**src/rtl/neg_accum.sv**
```systemverilog
`default_nettype none
// ============================================================================
// Module   : neg_accum
// Summary  : Block accumulator for signed 4-bit samples with a valid/ready
//            handshake on both sides and a sticky signed-overflow flag.
//            Define NEG_ACCUM_SAT_EN to saturate on overflow instead of
//            wrapping.
// Revision : 1.0 - initial release
// ============================================================================
module neg_accum #(
    parameter int ACC_W     = 8,
    parameter int BLOCK_LEN = 4
) (
    input  logic             clk,
    input  logic             rst,
    input  logic             clr,
    input  logic [3:0]       din,
    input  logic             in_valid,
    output logic             in_ready,
    output logic [ACC_W-1:0] acc,
    output logic [2:0]       cnt,
    output logic             out_valid,
    input  logic             out_ready,
    output logic             ovf
);

    localparam logic [0:0] c_st_acc = 1'b0;
    localparam logic [0:0] c_st_out = 1'b1;

    // The final accept is detected one count early so BLOCK_LEN=8 fits in 3 bits.
    localparam logic [2:0] c_last_idx = 3'(BLOCK_LEN - 1);

    localparam logic [ACC_W-1:0] c_acc_max = {1'b0, {(ACC_W-1){1'b1}}};
    localparam logic [ACC_W-1:0] c_acc_min = {1'b1, {(ACC_W-1){1'b0}}};

    logic [0:0]       r_state;
    logic [ACC_W-1:0] r_acc;
    logic [2:0]       r_cnt;
    logic             r_ovf;

    logic [0:0]       w_state_nxt;
    logic [ACC_W-1:0] w_acc_nxt;
    logic [2:0]       w_cnt_nxt;
    logic             w_ovf_nxt;

    logic             w_accept;
    logic [ACC_W:0]   w_din_ext;
    logic [ACC_W:0]   w_sum;
    logic             w_add_ovf;
    logic [ACC_W-1:0] w_acc_add;

    // One guard bit: the sum is exact in ACC_W+1 bits, so overflow is a sign mismatch.
    assign w_din_ext = {{(ACC_W-3){din[3]}}, din};
    assign w_sum     = {r_acc[ACC_W-1], r_acc} + w_din_ext;
    assign w_add_ovf = w_sum[ACC_W] ^ w_sum[ACC_W-1];
    assign w_accept  = in_valid && (r_state == c_st_acc) && !clr;

    always_comb begin
        w_acc_add = w_sum[ACC_W-1:0];
`ifdef NEG_ACCUM_SAT_EN
        if (w_add_ovf) begin
            w_acc_add = w_sum[ACC_W] ? c_acc_min : c_acc_max;
        end
`endif
    end

    always_comb begin
        w_state_nxt = r_state;
        w_acc_nxt   = r_acc;
        w_cnt_nxt   = r_cnt;
        w_ovf_nxt   = r_ovf;
        if (clr) begin
            w_state_nxt = c_st_acc;
            w_acc_nxt   = '0;
            w_cnt_nxt   = '0;
            w_ovf_nxt   = 1'b0;
        end else begin
            case (r_state)
                c_st_acc: begin
                    if (w_accept) begin
                        w_acc_nxt = w_acc_add;
                        w_cnt_nxt = r_cnt + 3'd1;
                        w_ovf_nxt = r_ovf | w_add_ovf;
                        if (r_cnt == c_last_idx) begin
                            w_state_nxt = c_st_out;
                        end
                    end
                end
                default: begin
                    if (out_ready) begin
                        w_state_nxt = c_st_acc;
                        w_acc_nxt   = '0;
                        w_cnt_nxt   = '0;
                        w_ovf_nxt   = 1'b0;
                    end
                end
            endcase
        end
    end

    always_ff @(posedge clk or posedge rst) begin
        if (rst) begin
            r_state <= c_st_acc;
            r_acc   <= '0;
            r_cnt   <= '0;
            r_ovf   <= 1'b0;
        end else begin
            r_state <= w_state_nxt;
            r_acc   <= w_acc_nxt;
            r_cnt   <= w_cnt_nxt;
            r_ovf   <= w_ovf_nxt;
        end
    end

    assign in_ready  = (r_state == c_st_acc);
    assign out_valid = (r_state == c_st_out);
    assign acc       = r_acc;
    assign cnt       = r_cnt;
    assign ovf       = r_ovf;

endmodule
`default_nettype wire

```
**config.mk**
```make
export PLATFORM = sky130hd
export DESIGN_NAME = neg_accum
export DESIGN_NICKNAME = d
export VERILOG_FILES = /design/src/rtl/neg_accum.sv
export SDC_FILE = /design/constraint.sdc
export NUM_CORES = 1
export LEC_CHECK = 0
export BUFFER_PORTS_ARGS = -buffer_cell sky130_fd_sc_hd__buf_2
export CAP_MARGIN = 20
export CORE_UTILIZATION = 40
export DETAILED_ROUTE_END_ITERATION = 12
export GPL_TIMING_DRIVEN = 0
export PLACE_DENSITY = 0.65
export REMOVE_ABC_BUFFERS = 1
export SYNTH_ARGS = -nofsm -noshare
export SYNTH_HDL_FRONTEND = slang
export SYNTH_SLANG_ARGS = --single-unit
```
**constraint.sdc**
```tcl
create_clock -name clk -period 4.8 [get_ports clk]
set_clock_uncertainty 0.15 [all_clocks]
set_input_delay 0.72 -clock clk [delete_from_list [all_inputs] [get_ports clk]]
set_output_delay 0.72 -clock clk [all_outputs]
set_load 0.1 [all_outputs]
```
After elaboration in Yosys (flattened, before gate mapping) --
Cells that the tools add are included.
Storage, ports and cells: bits in registers 13, output and inout bits 14, word-level logic and storage cells 33, bits of input ports 9
Cells by class: add/subtract/negate cells 2, eq/ne operators 2, bitwise logic cells 3, reduce and logical (&&, ||, !) cells 5, mux-type cells 17
Operators with widths (count):
- $mux 8 | 4
- $mux 3 | 4
- $add 8x4->9 | 1
- $mux 1 | 9
- $add 3x1->3 const B | 1
- $eq 3x2->1 const B | 1
- $ne 3x3->1 const B | 1
- $reduce_bool 3->1 | 1
- $logic_and 1x1->1 | 2
- $reduce_and 2->1 | 1
- $logic_not 1->1 | 1
- $not 1->1 | 1
- $or 1x1->1 | 1
- $xor 1x1->1 | 1

Depth between registers and ports, before layout --
Gate-level depths: netlist of run 1.
depth after elaboration 6, mapped depth 7, depth with buffers taken out 7

Worst setup path after synthesis of run 1 --
No wires, ideal clock.
path type reg2reg, from register r_acc[0], in the netlist acc[0], to register r_ovf, in the netlist ovf, path slack 1.942 ns, setup time 0.080 ns, required time 4.570 ns, cell stages (with the launch flop) 8, arrival time 2.628 ns, period minus slack after synthesis 2.858 ns, buffers on the path 0, cell sequence dfrtp_1 -> ha_1 -> fa_1 -> a211oi_2 -> nor2_1 -> a221o_1 -> or3_1 -> o211ai_2
Between the ends: word-level cells in the longest chain between the ends 6
Ends and longest elaborated chain:
- start, declared | RTL line 37 | logic [ACC_W-1:0] r_acc;
- start signal, assigned | RTL line 109 | r_acc <= w_acc_nxt;
- $add 8x4->9 | RTL line 54 | assign w_sum = {r_acc[ACC_W-1], r_acc} + w_din_ext;
- $xor 1x1->1 | RTL line 55 | assign w_add_ovf = w_sum[ACC_W] ^ w_sum[ACC_W-1];
- $or 1x1->1 | RTL line 83 | w_ovf_nxt = r_ovf | w_add_ovf;
- $mux 1 | RTL line 80 | if (w_accept) begin
- $mux 1 | RTL line 78 | case (r_state)
- $mux 1 | RTL line 72 | if (clr) begin
- end signal, assigned | RTL line 111 | r_ovf <= w_ovf_nxt;
- end, declared | RTL line 39 | logic r_ovf;
Every way passes these cells. The select of a mux whose other input is x is not followed. A chain may end at the register's enable or synchronous reset.

Worst setup path after layout of run 1 --
from input din[0], to register r_ovf, in the netlist ovf
Between the ends: word-level cells in the longest chain between the ends 6
Ends and longest elaborated chain:
- start, declared | RTL line 17 | input logic [3:0] din,
- $add 8x4->9 | RTL line 54
- $xor 1x1->1 | RTL line 55
- $or 1x1->1 | RTL line 83
- $mux 1 | RTL line 80
- $mux 1 | RTL line 78
- $mux 1 | RTL line 72
Every way passes these cells. The select of a mux whose other input is x is not followed.

==> reports/qor.yml, run 1 <==
grt_max_degree: 14
syn_avg_cell_area_um2: 9.55
clk_pin_slew_ns: 0.08
antenna_cells: 0
via_per_inst: 5.36
syn_area_um2: 841
cts_setup_buffers: 0
reg2regPathDepth: 7
drt_iter0_drc: 8
fin_cells: 140
fin_crit_sh: 0.539
dr.pass1.iters: 4
syn_inst: 88
dieArea_mm2: 0.00229
hold_class: "in2async"
tightest_slew_ns: 1.07
ctsLongestPathBuffers: 2
async_reset_ff_frac: 1.00
critical_path_class: "in2reg"
synthTopCellsByArea: "dfrtp_1 (39%), ha_1 (15%), o21ai_0 (6.5%), nand2_1 (5.4%), a21o_1 (4.5%)"
power_frac_comb: 0.565
pwr-share-clk: 0.143
synth_edf_count: 0
grt_setup_unrepaired: "false"
min_period_ns: 2.59
cp-end-kind: "flop"
outcome: "finished, final reports clean"
port_buffers: 22
grt_pass1_vias: 563
grt_overflow_total: 0
cellPowerDensity_mw_per_mm2: 479
cts_tree: "done"
critPathMaxFanout: 3
cts_max_level: 1
critPathMaxStageDelay_ns: 0.44
max_freq_mhz: 387
power.leakage_uw: 0.000537
drive_gt1_frac: 0.239
start_util: 0.429
yosys.area.top_type: "dfrtp_1"
ctsHoldBuffers: 0
core_area_mm2: 0.00196
cts-resized-gates: 0
setup_slack_ns: 2.21
intPower_uw: 225
ir_worst_vdd_mv: 0.239
crit_chain: "buf_2, ha_1, fa_1, a211oi_2, nor2_1, a221o_1, or3_1, o211ai_2"
hold_violations: 0
hpwl_um: 1290
ant_nets: 0
arrival_ns: 2.64
placed_cells: 136
grt_use_total: 0.161
ys_warn_count: 0
drt-total-wl_um: 1730
whs_ns: 0.309
seq_area_frac_synth: 0.387
slew_viol_final: 0
fin_nets: 134
num_vias: 750
swShare: 0.534
cts_made_buffers: 3
avgRoutedWirePerCell_um: 12.3
yosysTopAreaCellShare: 0.387
io_pins: 23
drc: 0
grt_antenna_before_repair: 0
dp_slack_ns: 1.94
switchingPower_uw: 258
area_growth_pct: 19.8
num_rows: 16
critPathSlowestCell: "fa_1"
start_kind: "input port"
routabilityCongestion: 0.808
dieHeight_um: 47.8
grt_pass1_wl_um: 2460
slew_headroom: 0.287
cts_sinks: 13
ys.flop_type: "dfrtp_1"
fp.dieW_um: 47.8
ys_types: 22
r2r_setup_slack_ns: 2.35
cp.required_ns: 4.85
final_common_cell: "buf_2"
max-cap-violations: 0
ys_ff_latch: 13
setup_violations: 0
tns_ns: 0
most-common-layout-cells: "buf_2 (22), dfrtp_1 (13), nand2_1 (12), o21ai_0 (11), ha_1 (10)"
insertion_delay_ns: 0.28
fill_cells: 209
pwr-share-seq: 0.292
clockRootBuffer: "clkbuf_4"
## sequential cells by signal, indices dropped and copies added, names as in the netlist
| name | flops |
|---|---|
| acc | 8 |
| cnt | 3 |
| ovf | 1 |
| out_valid | 1 |
## worst max-delay path: cells and delay by family
family | cells | cell delay (ns)
buf+inv | 1 | 0.10
fa+ha+maj | 2 | 0.67
simple gates | 2 | 0.47
compound gates | 3 | 0.68
## through the flow
stage                     power [uW]  utilization  cell area, um2
final                            483        0.513            1010
after global routing             509        0.513            1010
after CTS                        486        0.513            1010
after detailed placement         415        0.500             981
after global placement           412        0.500             981
after floorplan                  370            -             837
## power groups by stage
| stage | logic [uW] | registers [uW] | clock network, uW |
|---|---|---|---|
| after floorplan | 97.6 | 273 | 0 |
| after global placement | 269 | 143 | 0 |
| after detailed placement | 271 | 144 | 0 |
| after CTS | 273 | 141 | 72.0 |
| after global routing | 291 | 144 | 74.4 |
| final | 273 | 141 | 69.1 |
## worst paths after layout
kind / startpoint / end
setup / recovery: din[0] / ovf
hold / removal: rst / acc[2]
setup reg to reg: acc[0] / ovf
hold reg to reg: cnt[2] / cnt[2]
max in group asynchronous: rst / acc[7]
min in group clk: cnt[2] / cnt[2]
## Yosys cell counts, types with 2 or more instances
library cell,number
a21oi_1,5
ha_1,10
o21bai_1,2
a211oi_1,3
a21o_1,5
o21ai_0,11
xor2_1,4
nor2_1,6
dfrtp_1,13
inv_1,4
a22o_1,3
nand2_1,12
## kinds of logic after synthesis
family	Yosys count	synth area share
AO/OA/AOI/OAI	34	0.275
AND/OR/NAND/NOR	21	0.101
flip-flops	13	0.387
adder cells (fa/ha/maj)	11	0.173
buffers and inverters	5	0.0223
XOR/XNOR	4	0.0417
## final cells by class
cell class | instances | area, um2 | share of cell area
clock buffer | 4 | 26.3 | 0.0261
inverter | 4 | 15.0 | 0.0149
timing repair buffer | 22 | 110 | 0.109
multi-input combinational | 70 | 497 | 0.493
sequential | 13 | 325 | 0.323
tap | 27 | 33.8 | 0.0335
## routing by layer
metal | up-vias | global-route usage | part of all wire
met4 | 0 | 0.0833 | 0.020
met5 | - | 0 | 0
met2 | 25 | 0.241 | 0.44
met3 | 5 | 0.0340 | 0.056
li1 | 370 | - | -
met1 | 350 | 0.219 | 0.48
Power figures use the tool's default switching activity.
==> run 2: changes to the inputs <==
ABC_AREA = 1   (was unset)
PLACE_DENSITY = 0.64   (was 0.65)
clock period = 2.5 ns   (was 4.8 ns; I/O delays follow)
==> run 2 against run 1 <==
Net effect:
- sequential power increased by 82%
- cell area increased by 8.9%
- area after synthesis increased by 10%
- critical endpoint unchanged
- clock power increased by 91%
==> reports/qor.yml, run 2 <==
synth_edf_count: 0  # unchanged
drive_gt1_frac: 0.238  # was 0.239
synthXorXnorAreaFrac: 0.0472  # was 0.0417
synth-compound-area-share: 0.116  # was 0.275
ctsLongestPathBuffers: 2  # unchanged
whs_ns: 0.188  # was 0.309 ns
routabilityCongestion: 0.843  # was 0.808
min_period_ns: 1.91
hpwl_um: 1480  # was 1290 um
critPathMaxStageDelay_ns: 0.41  # was 0.44 ns
drt_iter0_drc: 7  # was 8
synth_top_family_by_area: "simple AND/OR/NAND/NOR gates"  # was compound AO/OA/AOI/OAI gates
syn_inst: 117  # was 88
hold_violations: 0  # unchanged
drc: 0  # unchanged
ctsHoldBuffers: 1  # was 0
syn_area_um2: 927  # was 841 um2
cp.required_ns: 2.52  # was 4.85 ns
arrival_ns: 1.93  # was 2.64 ns
netlist_top_cells_count: "nand2_1 (36), inv_1 (18), dfrtp_1 (13)"  # was dfrtp_1 (13), nand2_1 (12), o21ai_0 (11)
start_util: 0.423  # was 0.429
dr.pass1.iters: 4  # unchanged
grt_overflow_total: 0  # unchanged
num_vias: 806  # was 750
cts_max_level: 1  # unchanged
critPathSlowestCell: "dfrtp_1"  # was fa_1
multi_input_area_um2: 523  # was 497 um2
setup_slack_ns: 0.593  # was 2.21 ns
core_area_mm2: 0.00219  # was 0.00196 mm2
grt_max_degree: 14  # unchanged
seq_area_frac_synth: 0.351  # was 0.387
synthAdderAreaFrac: 0.157  # was 0.173
port_buffers: 22  # unchanged
final_common_cell: "nand2_1"  # was buf_2
fp.dieW_um: 50.1  # was 47.8 um
synthMuxAreaShare: 0  # unchanged
start_kind: "flop"  # was input port
cts-resized-gates: 0  # unchanged
largest_reg_flops: 8  # unchanged
yosysMostFrequentCell: "nand2_1"  # was dfrtp_1
fin_util: 0.501  # was 0.513
io_pins: 23  # unchanged
yosys.area.top_type: "dfrtp_1"  # unchanged
outcome: "finished, final reports clean"  # unchanged
fin_nets: 164  # was 134
ir_worst_vdd_mv: 0.435  # was 0.239 mV
crit_family: "adder cells"  # was compound AO/OA/AOI/OAI gates
clockRootBuffer: "clkbuf_4"  # unchanged
most-common-layout-cells: "nand2_1 (36), buf_2 (22), inv_1 (18), dfrtp_1 (13), ha_1 (10)"  # was buf_2 (22), dfrtp_1 (13), nand2_1 (12), o21ai_0 (11), ha_1 (10)
crit_chain: "ha_1, fa_1, nand2_1, nand2_1, nand2_2, nor2_1, nor2_1, nand2_1, nand3_1, a21oi_2"  # was buf_2, ha_1, fa_1, a211oi_2, nor2_1, a221o_1, or3_1, o211ai_2
cts_setup_buffers: 0  # unchanged
tightest_slew_ns: 0.543  # was 1.07 ns
cp_common_cell: "nand2_1"
syn_avg_cell_area_um2: 7.92  # was 9.55 um2
insertion_delay_ns: 0.27  # was 0.28 ns
area_growth_pct: 18.4  # was 19.8%
grt_use_total: 0.180  # was 0.161
dieHeight_um: 50.1  # was 47.8 um
slew_headroom: 0.638  # was 0.287
ant_nets: 0  # unchanged
yosysTopAreaCellShare: 0.351  # was 0.387
ys_ff_latch: 13  # unchanged
grt_pass1_vias: 811  # was 563
setup_violations: 0  # unchanged
grt_pass1_wl_um: 3390  # was 2460 um
clk_pin_slew_ns: 0.08  # about the same
cts_sinks: 13  # unchanged
synthTopCellsByArea: "dfrtp_1 (35%), nand2_1 (15%), ha_1 (13%), inv_1 (7.3%), xnor2_1 (3.8%)"  # was dfrtp_1 (39%), ha_1 (15%), o21ai_0 (6.5%), nand2_1 (5.4%), a21o_1 (4.5%)
max_freq_mhz: 524
fill_cells: 236  # was 209
hold_class: "in2reg"  # was in2async
via_per_inst: 4.71  # was 5.36
grt_antenna_before_repair: 0  # unchanged
ys_warn_count: 0  # unchanged
cp-end-kind: "flop"  # unchanged
cts_tree: "done"  # unchanged
yosys.area_share.simple: 0.244  # was 0.101
max-cap-violations: 0  # unchanged
ys.flop_type: "dfrtp_1"  # unchanged
fin_crit_sh: 0.763
ys_types: 22  # unchanged
antenna_cells: 0  # unchanged
crit_buf_inv: 0  # was 1
drt-total-wl_um: 1870  # was 1730 um
power.leakage_uw: 0.000607  # was 0.000537 uW
async_reset_ff_frac: 1.00  # unchanged
critical_path_class: "reg2reg"  # was in2reg
dp_slack_ns: 0.495  # was 1.94 ns
final-seq-area_um2: 325  # unchanged
critPathMaxFanout: 3  # unchanged
grt_setup_unrepaired: "false"  # unchanged
dieArea_mm2: 0.00251  # was 0.00229 mm2
slew_viol_final: 0  # unchanged
cellPowerDensity_mw_per_mm2: 747  # was 479 mW/mm2
num_rows: 17  # was 16
avgRoutedWirePerCell_um: 10.9  # was 12.3 um
cts_made_buffers: 3  # unchanged
-- run 2: changes by cell type in the layout (fill, tap and decap cells not counted), moves of 3 or more --
cell	change
a211oi_1	-3
a21o_1	-5
inv_1	+14
nand2_1	+24
nand2_2	+3
nor2_2	+4
o21ai_0	-8
xnor2_1	+4
xor2_1	-3
-- run 2: stage by stage --
step / area (um2) / power, uW / std cells / setup TNS [ns]
after global routing: 1100 / 872 / 171 / 0
after floorplan: 916 / 619 / 116 / -1.17
after CTS: 1100 / 827 / 171 / 0
after detailed placement: 1060 / 693 / 166 / 0
final: 1100 / 820 / 171 / 0
after global placement: 1060 / 689 / 166 / 0
-- run 2: logic make-up after synthesis --
family / Yosys count
buffers and inverters: 19
AND/OR/NAND/NOR: 52
AO/OA/AOI/OAI: 17
adder cells (fa/ha/maj): 11
XOR/XNOR: 5
flip-flops: 13
-- run 2: final timing paths --
path / startpoint / end / slack (ns) / cells after the start
max in group asynchronous: rst / acc[0] / 1.31 / 3
hold / removal: clr / acc[2] / 0.19 / 2
min in group asynchronous: rst / cnt[1] / 0.53 / 3
setup reg to reg: acc[0] / ovf / 0.59 / 10
hold reg to reg: acc[6] / acc[6] / 0.36 / 2
setup / recovery: acc[0] / ovf / 0.59 / 10
-- run 2: area by class of cell --
class                   count  area share
flip-flops and latches     13       0.296
repair buffers             23       0.109
clock buffers               4      0.0239
multi-input cells          85       0.477
well taps                  28      0.0319
inverters                  18      0.0616
-- run 2: where the power goes --
part	internal, uW	switching [uW]	total (uW)
logic	106	326	432
clock network	61.8	69.8	132
registers	236	20.6	256
-- run 2: metal layers --
| metal | global-route usage | part of all wire | vias to the layer above |
|---|---|---|---|
| li1 | - | - | 427 |
| met1 | 0.224 | 0.50 | 361 |
| met2 | 0.307 | 0.45 | 13 |
| met3 | 0.0212 | 0.025 | 5 |
| met4 | 0.0857 | 0.019 | 0 |
| met5 | 0 | 0 | - |
